File: src/rtl/pipe_stall_ctrl.sv
// Central stall/flush controller for the 5-stage pipeline.
//
// The controller produces three things:
//   * a per-stage stall vector (PC, IF, ID, EX, MEM, WB),
//   * a one-cycle flush strobe,
//   * a saturating count of cycles in which the ID stage was held.
//
// Two sources can stall the pipe:
//   * A load-use hazard. A load in EX produces a register that ID needs now,
//     and the forwarding paths cannot supply it yet. This source holds PC/IF/ID
//     for one cycle, and it clears on its own once the load leaves EX.
//   * A multi-cycle EX operation (the mult/div class). This source holds
//     PC/IF/ID/EX for the full occupancy of the operation. It is sequenced by
//     a small IDLE/MULTI state machine with a down-counter.
//
// A flush request overrides everything. In the cycle it is asserted, flush is
// high and no stage is stalled. Any multi-cycle sequence in progress is
// abandoned.
//
// The stall bits for MEM and WB are reserved and are always driven to zero.
// Downstream stages must still honour them.
//
// Handshake: there is no valid/ready pairing in this block. Every input is a
// level that is sampled each cycle. stall and flush are combinational
// responses in that same cycle. ex_multi_start is a single-cycle pulse that is
// honoured only in IDLE.

module pipe_stall_ctrl #(
    parameter int CNT_W  = 6,
    parameter int PERF_W = 32
) (
    input  logic              clk,
    input  logic              rst,
    input  logic              id_reg1_read,
    input  logic [4:0]        id_reg1_addr,
    input  logic              id_reg2_read,
    input  logic [4:0]        id_reg2_addr,
    input  logic              ex_is_load,
    input  logic              ex_wreg,
    input  logic [4:0]        ex_wd,
    input  logic              ex_multi_start,
    input  logic [CNT_W-1:0]  ex_multi_cycles,
    input  logic              flush_req,
    output logic [5:0]        stall,
    output logic              flush,
    output logic              busy,
    output logic [PERF_W-1:0] stall_cycles
);

    // ------------------------------------------------------------------
    // Constants
    // ------------------------------------------------------------------

    // Sequencer states
    localparam logic [0:0] ST_IDLE  = 1'b0;
    localparam logic [0:0] ST_MULTI = 1'b1;

    // Stall patterns: bit0=PC, bit1=IF, bit2=ID, bit3=EX, bit4=MEM, bit5=WB
    localparam logic [5:0] STALL_NONE     = 6'b000000;
    localparam logic [5:0] STALL_LOAD_USE = 6'b000111;
    localparam logic [5:0] STALL_MULTI    = 6'b001111;

    // Bit of the stall vector that drives the performance counter
    localparam int ID_BIT = 2;

    localparam logic [CNT_W-1:0]  CNT_ONE  = CNT_W'(1);
    localparam logic [CNT_W-1:0]  CNT_ZERO = '0;
    localparam logic [PERF_W-1:0] PERF_MAX = {PERF_W{1'b1}};
    localparam logic [PERF_W-1:0] PERF_ONE = PERF_W'(1);

    // ------------------------------------------------------------------
    // State
    // ------------------------------------------------------------------

    logic [0:0]        state_q;
    logic [0:0]        state_d;
    logic [CNT_W-1:0]  cnt_q;
    logic [CNT_W-1:0]  cnt_d;
    logic [PERF_W-1:0] stall_cycles_q;
    logic [PERF_W-1:0] stall_cycles_d;

    // ------------------------------------------------------------------
    // Decoded conditions
    // ------------------------------------------------------------------

    logic src1_match;
    logic src2_match;
    logic load_use;
    logic multi_active;
    logic multi_launch;
    logic multi_last;
    logic [5:0] stall_int;
    logic       flush_int;

    // Hazard detect: a load in EX writes a non-zero register that ID reads now.
    // Register $0 never produces a dependency, because it is hard-wired to zero.
    always_comb begin
        src1_match = id_reg1_read && (id_reg1_addr == ex_wd);
        src2_match = id_reg2_read && (id_reg2_addr == ex_wd);
        load_use   = ex_is_load && ex_wreg && (ex_wd != 5'd0)
                     && (src1_match || src2_match);
    end

    // Sequencer conditions.
    // A start pulse launches a sequence only from IDLE, only with no flush in
    // the same cycle, and only when the operation needs two or more cycles.
    // A one-cycle operation completes inside the normal EX slot.
    always_comb begin
        multi_active = (state_q == ST_MULTI);
        multi_launch = (state_q == ST_IDLE) && ex_multi_start && !flush_req
                       && (ex_multi_cycles > CNT_ONE);
        multi_last   = multi_active && (cnt_q == CNT_ONE);
    end

    // ------------------------------------------------------------------
    // Next-state logic
    // ------------------------------------------------------------------

    // Sequencer next state.
    // cnt holds the number of MULTI cycles still to run, including the
    // current one. The start cycle itself is spent in IDLE, so a sequence of
    // N cycles loads N-1.
    always_comb begin
        state_d = state_q;
        cnt_d   = cnt_q;
        if (flush_req) begin
            state_d = ST_IDLE;
            cnt_d   = CNT_ZERO;
        end else begin
            case (state_q)
                ST_IDLE: begin
                    if (multi_launch) begin
                        state_d = ST_MULTI;
                        cnt_d   = ex_multi_cycles - CNT_ONE;
                    end
                end
                ST_MULTI: begin
                    if (multi_last) begin
                        state_d = ST_IDLE;
                        cnt_d   = CNT_ZERO;
                    end else begin
                        cnt_d = cnt_q - CNT_ONE;
                    end
                end
                default: begin
                    state_d = ST_IDLE;
                    cnt_d   = CNT_ZERO;
                end
            endcase
        end
    end

    // ------------------------------------------------------------------
    // Outputs
    // ------------------------------------------------------------------

    // Output priority: reset, then flush, then multi-cycle hold, then
    // load-use bubble.
    // The load-use check is masked in MULTI, because the multi stall already
    // covers ID.
    always_comb begin
        stall_int = STALL_NONE;
        flush_int = 1'b0;
        if (rst) begin
            stall_int = STALL_NONE;
            flush_int = 1'b0;
        end else if (flush_req) begin
            stall_int = STALL_NONE;
            flush_int = 1'b1;
        end else if (multi_active || multi_launch) begin
            stall_int = STALL_MULTI;
        end else if (load_use) begin
            stall_int = STALL_LOAD_USE;
        end
    end

    // Performance counter next value.
    // The counter advances on every cycle in which ID is held, and it
    // saturates at its maximum instead of wrapping.
    always_comb begin
        stall_cycles_d = stall_cycles_q;
        if (stall_int[ID_BIT] && (stall_cycles_q != PERF_MAX)) begin
            stall_cycles_d = stall_cycles_q + PERF_ONE;
        end
    end

    // ------------------------------------------------------------------
    // Registers
    // ------------------------------------------------------------------

    // Register update with synchronous active-high reset
    always_ff @(posedge clk) begin
        if (rst) begin
            state_q        <= ST_IDLE;
            cnt_q          <= CNT_ZERO;
            stall_cycles_q <= '0;
        end else begin
            state_q        <= state_d;
            cnt_q          <= cnt_d;
            stall_cycles_q <= stall_cycles_d;
        end
    end

    assign stall        = stall_int;
    assign flush        = flush_int;
    assign busy         = multi_active;
    assign stall_cycles = stall_cycles_q;

endmodule

File: config.mk
export PLATFORM = sky130hd
export DESIGN_NAME = pipe_stall_ctrl
export DESIGN_NICKNAME = d
export VERILOG_FILES = /design/src/rtl/pipe_stall_ctrl.sv
export SDC_FILE = /design/constraint.sdc
export NUM_CORES = 1
export LEC_CHECK = 0
export ABC_AREA = 0
export ABC_CLOCK_PERIOD_IN_PS = 2610
export CELL_PAD_IN_SITES_DETAIL_PLACEMENT = 1
export CELL_PAD_IN_SITES_GLOBAL_PLACEMENT = 1
export CORE_AREA = 2 2 86 88
export DETAILED_ROUTE_END_ITERATION = 16
export DIE_AREA = 0 0 88 90
export PLACE_DENSITY = 0.8
export SETUP_SLACK_MARGIN = 0.1
export SKIP_CTS_REPAIR_TIMING = 1
export SYNTH_ARGS = -nofsm -noshare
export SYNTH_HDL_FRONTEND = slang
export SYNTH_SLANG_ARGS = --single-unit
export TNS_END_PERCENT = 1
File: constraint.sdc
create_clock -name clk -period 2.61 [get_ports clk]
set_input_delay 0.522 -clock clk [delete_from_list [all_inputs] [get_ports clk]]
set_output_delay 0.522 -clock clk [all_outputs]
set_load 0.1 [all_outputs]
==> impl_metrics.env <==
export IMPL_clockBufferDepth=2
export IMPL_core_area_um2=7020
export IMPL_port_buffers=66
export IMPL_r2r_cells=8
export IMPL_grt_overflow_total=0
export IMPL_grt_usage=0.172
export IMPL_yosysUniqueCellTypes=51
export IMPL_nets=402
export IMPL_grt_pass1_wl_um=10900
export IMPL_drive_gt1_frac=0.325
export IMPL_htree_levels=2
export IMPL_min_period_ns=2.48
export IMPL_setup_tns_ns=0
export IMPL_worst_slew_pin_slew_ns=0.527
export IMPL_setup_viol=0
export IMPL_drv_cap=0
export IMPL_skew_ns=0.00538
export IMPL_drt_iter0_drc=71
export IMPL_grt_max_degree=35
export IMPL_cp_required_ns=2.09
export IMPL_status="completed"
export IMPL_power_density_nw_per_um2=373
export IMPL_synth_edf_count=0
export IMPL_period_share=0.949
export IMPL_clk_latency_ns=0.30
export IMPL_area_growth_synth_to_final_pct=48.8
export IMPL_gr_usage_met2=0.297
export IMPL_timing_hold_ws_ns=0.498
export IMPL_ir_worst_vdd_mv=0.213
export IMPL_cp_end_kind="output port"
export IMPL_fillers=828
export IMPL_grt_antenna_before_repair=0
export IMPL_grt_use_met3=0.0386
export IMPL_synthArstFlopShare=0
export IMPL_min_path_type="reg2reg"
export IMPL_slowest_stage="or3_4"
export IMPL_final_cell_area_um2=3520
export IMPL_routedWlPerCell_um=15.0
export IMPL_cts_made_buffers=5
export IMPL_yosysSeqAreaShare=0.330
export IMPL_yosys_most_used_dff="dfxtp_1"
export IMPL_die_h_um=90
export IMPL_slowest_delay_ns=0.41
export IMPL_clock_root_buffer="clkbuf_8"
export IMPL_slew_headroom=0.648
export IMPL_rows=31
export IMPL_crit_family="compound AO/OA/AOI/OAI gates"
export IMPL_slew_violations=0
export IMPL_syn_inst=279
export IMPL_grtUsageMet1=0.213
export IMPL_leakagePower_nw=1.53
export IMPL_synth_area_leader_cell="dfxtp_1"
export IMPL_path_class="in2out"
export IMPL_placed_area_um2=3270
export IMPL_holdPathStages=2
export IMPL_path_clk_slew_ns=0.08
export IMPL_floorplan_initialDensity=0.337
export IMPL_cts_tree="done"
export IMPL_hold_viol_final=0
export IMPL_io_pins=69
export IMPL_synth_area_per_cell_um2=8.49
export IMPL_timing_final_ws_setup_ns=0.133
export IMPL_synth_top_area_frac=0.330
export IMPL_cts_sinks=39
export IMPL_dieArea_um2=7920
export IMPL_diodes=0
export IMPL_fmax_mhz=404
export IMPL_dp_hpwl_um=5140
export IMPL_postRouteWirelength_um=7020
export IMPL_syn_area_um2=2370
export IMPL_grt_pass1_vias=2314
export IMPL_die_w_um=88
export IMPL_vias_per_cell=4.96
export IMPL_critPathMaxFanout=5
export IMPL_crit_top_cell="buf_12"
export IMPL_synth_warnings=0
export IMPL_critPathBufInv=3
export IMPL_gp_congestion=0.818
export IMPL_grt_busiest_layer="met2"
export IMPL_vias=2321
export IMPL_drtAntennaViolNets=0
export IMPL_drc=0
export IMPL_drt_first_pass_iters=4
export IMPL_crit_arrival_ns=1.95
export IMPL_path_depth=7
export IMPL_synthTopCellsByArea="dfxtp_1 (33%), xor2_1 (11%), nor2_1 (6.7%)"
export IMPL_dp_slack_ns=-0.233
export IMPL_rsz0062_at_grt="yes"
export IMPL_power_mw=1.31
export IMPL_ys_ff_latch=39
export IMPL_crit_path_start_kind="input port"
export IMPL_worstPathCellList="dlymetal6s2s_1, or3_4, o311ai_4, a21oi_4, o21bai_4, buf_12, buf_12"
worst reg2reg max path: stages, from the launching register on:
cell     delay (ns)
dfxtp_1        0.40
nand4_1        0.21
or2_1          0.35
nor4_4         0.33
nand4_2        0.33
buf_4          0.30
nand4_1        0.13
xor2_1         0.19
nor2_1         0.06
power by group:
part	total [mW]	internal (mW)	switching, mW	leakage (nW)
logic	0.243	0.110	0.133	1.16
registers	0.606	0.599	0.00715	0.318
clock network	0.464	0.241	0.223	0.0515
path summary, 6_finish.rpt:
path / startpoint / end / slack, ns
max: ex_multi_cycles[4] / stall[0] / 0.13
min: cnt_q[5]$_SDFFE_PP0N_ / cnt_q[5]$_SDFFE_PP0N_ / 0.50
max reg2reg: stall_cycles[7]$_SDFFE_PP0P_ / stall_cycles[14]$_SDFFE_PP0P_ / 0.21
min reg2reg: cnt_q[5]$_SDFFE_PP0N_ / cnt_q[5]$_SDFFE_PP0N_ / 0.50
kinds of logic (layout without fill, tap and decap cells):
family	Yosys count	count (layout)	synth area share
and+or+nand+nor	136	136	0.335
DFF	39	39	0.330
AOI/OAI and AO/OA	35	35	0.0951
xor gates and xnor gates	35	35	0.129
buffers and inverters	23	112	0.0581
adders and majority gates	5	5	0.0264
muxes	5	5	0.0243
other	1	2	0.00158
per-stage QoR:
step                       util  std cells
after floorplan               -        280
after global placement    0.465        454
after detailed placement  0.465        454
after CTS                 0.479        462
after global routing      0.502        468
final                     0.502        468
placed cells by master (no fill, tap or decap), types with 3 or more instances in the layout:
master | Yosys | final
buf_4 | 5 | 60
nor2_1 | 42 | 39
dfxtp_1 | 39 | 32
xor2_1 | 29 | 29
dlymetal6s2s_1 | 0 | 17
nand2_1 | 16 | 16
a21oi_1 | 13 | 12
o21ai_0 | 11 | 11
clkdlybuf4s50_1 | 0 | 11
nand4_1 | 10 | 10
nand3_1 | 10 | 10
inv_1 | 9 | 7
and3_1 | 7 | 7
clkbuf_8 | 0 | 7
xnor2_1 | 6 | 6
nand4_2 | 6 | 6
buf_12 | 1 | 6
dfxtp_2 | 0 | 6
nand3_2 | 5 | 5
nor3_1 | 5 | 5
nor2b_1 | 4 | 4
nor4_1 | 4 | 3
nor2_2 | 1 | 3
nand2b_1 | 3 | 3
o31ai_1 | 3 | 3
or3_1 | 4 | 3
ha_1 | 5 | 3
flip-flops by register name, indices dropped and copies added, names as in the netlist:
name / flops
stall_cycles: 32
cnt_q: 6
busy: 1
synthesized netlist by cell type (5+ instances only):
cell type	n
nor2_1	42
dfxtp_1	39
xor2_1	29
nand2_1	16
a21oi_1	13
o21ai_0	11
nand3_1	10
nand4_1	10
inv_1	9
and3_1	7
nand4_2	6
xnor2_1	6
buf_4	5
clkbuf_1	5
ha_1	5
nand3_2	5
nor3_1	5
per-layer routing:
layer	vias to the layer above	routed length, µm
met5	-	0
met4	0	59
met3	7	298
met2	43	3640
met1	1126	3020
li1	1145	-
cell type report:
cell class                      count  area [µm²]  area share
Clock buffer                        8         100      0.0284
Inverter                            9        33.8     0.00959
Sequential cell                    39         792       0.225
Multi-Input combinational cell    218        1560       0.441
Timing Repair Buffer               95         918       0.261
Tap cell                           99         124      0.0352
Power figures use the tool's default switching activity.
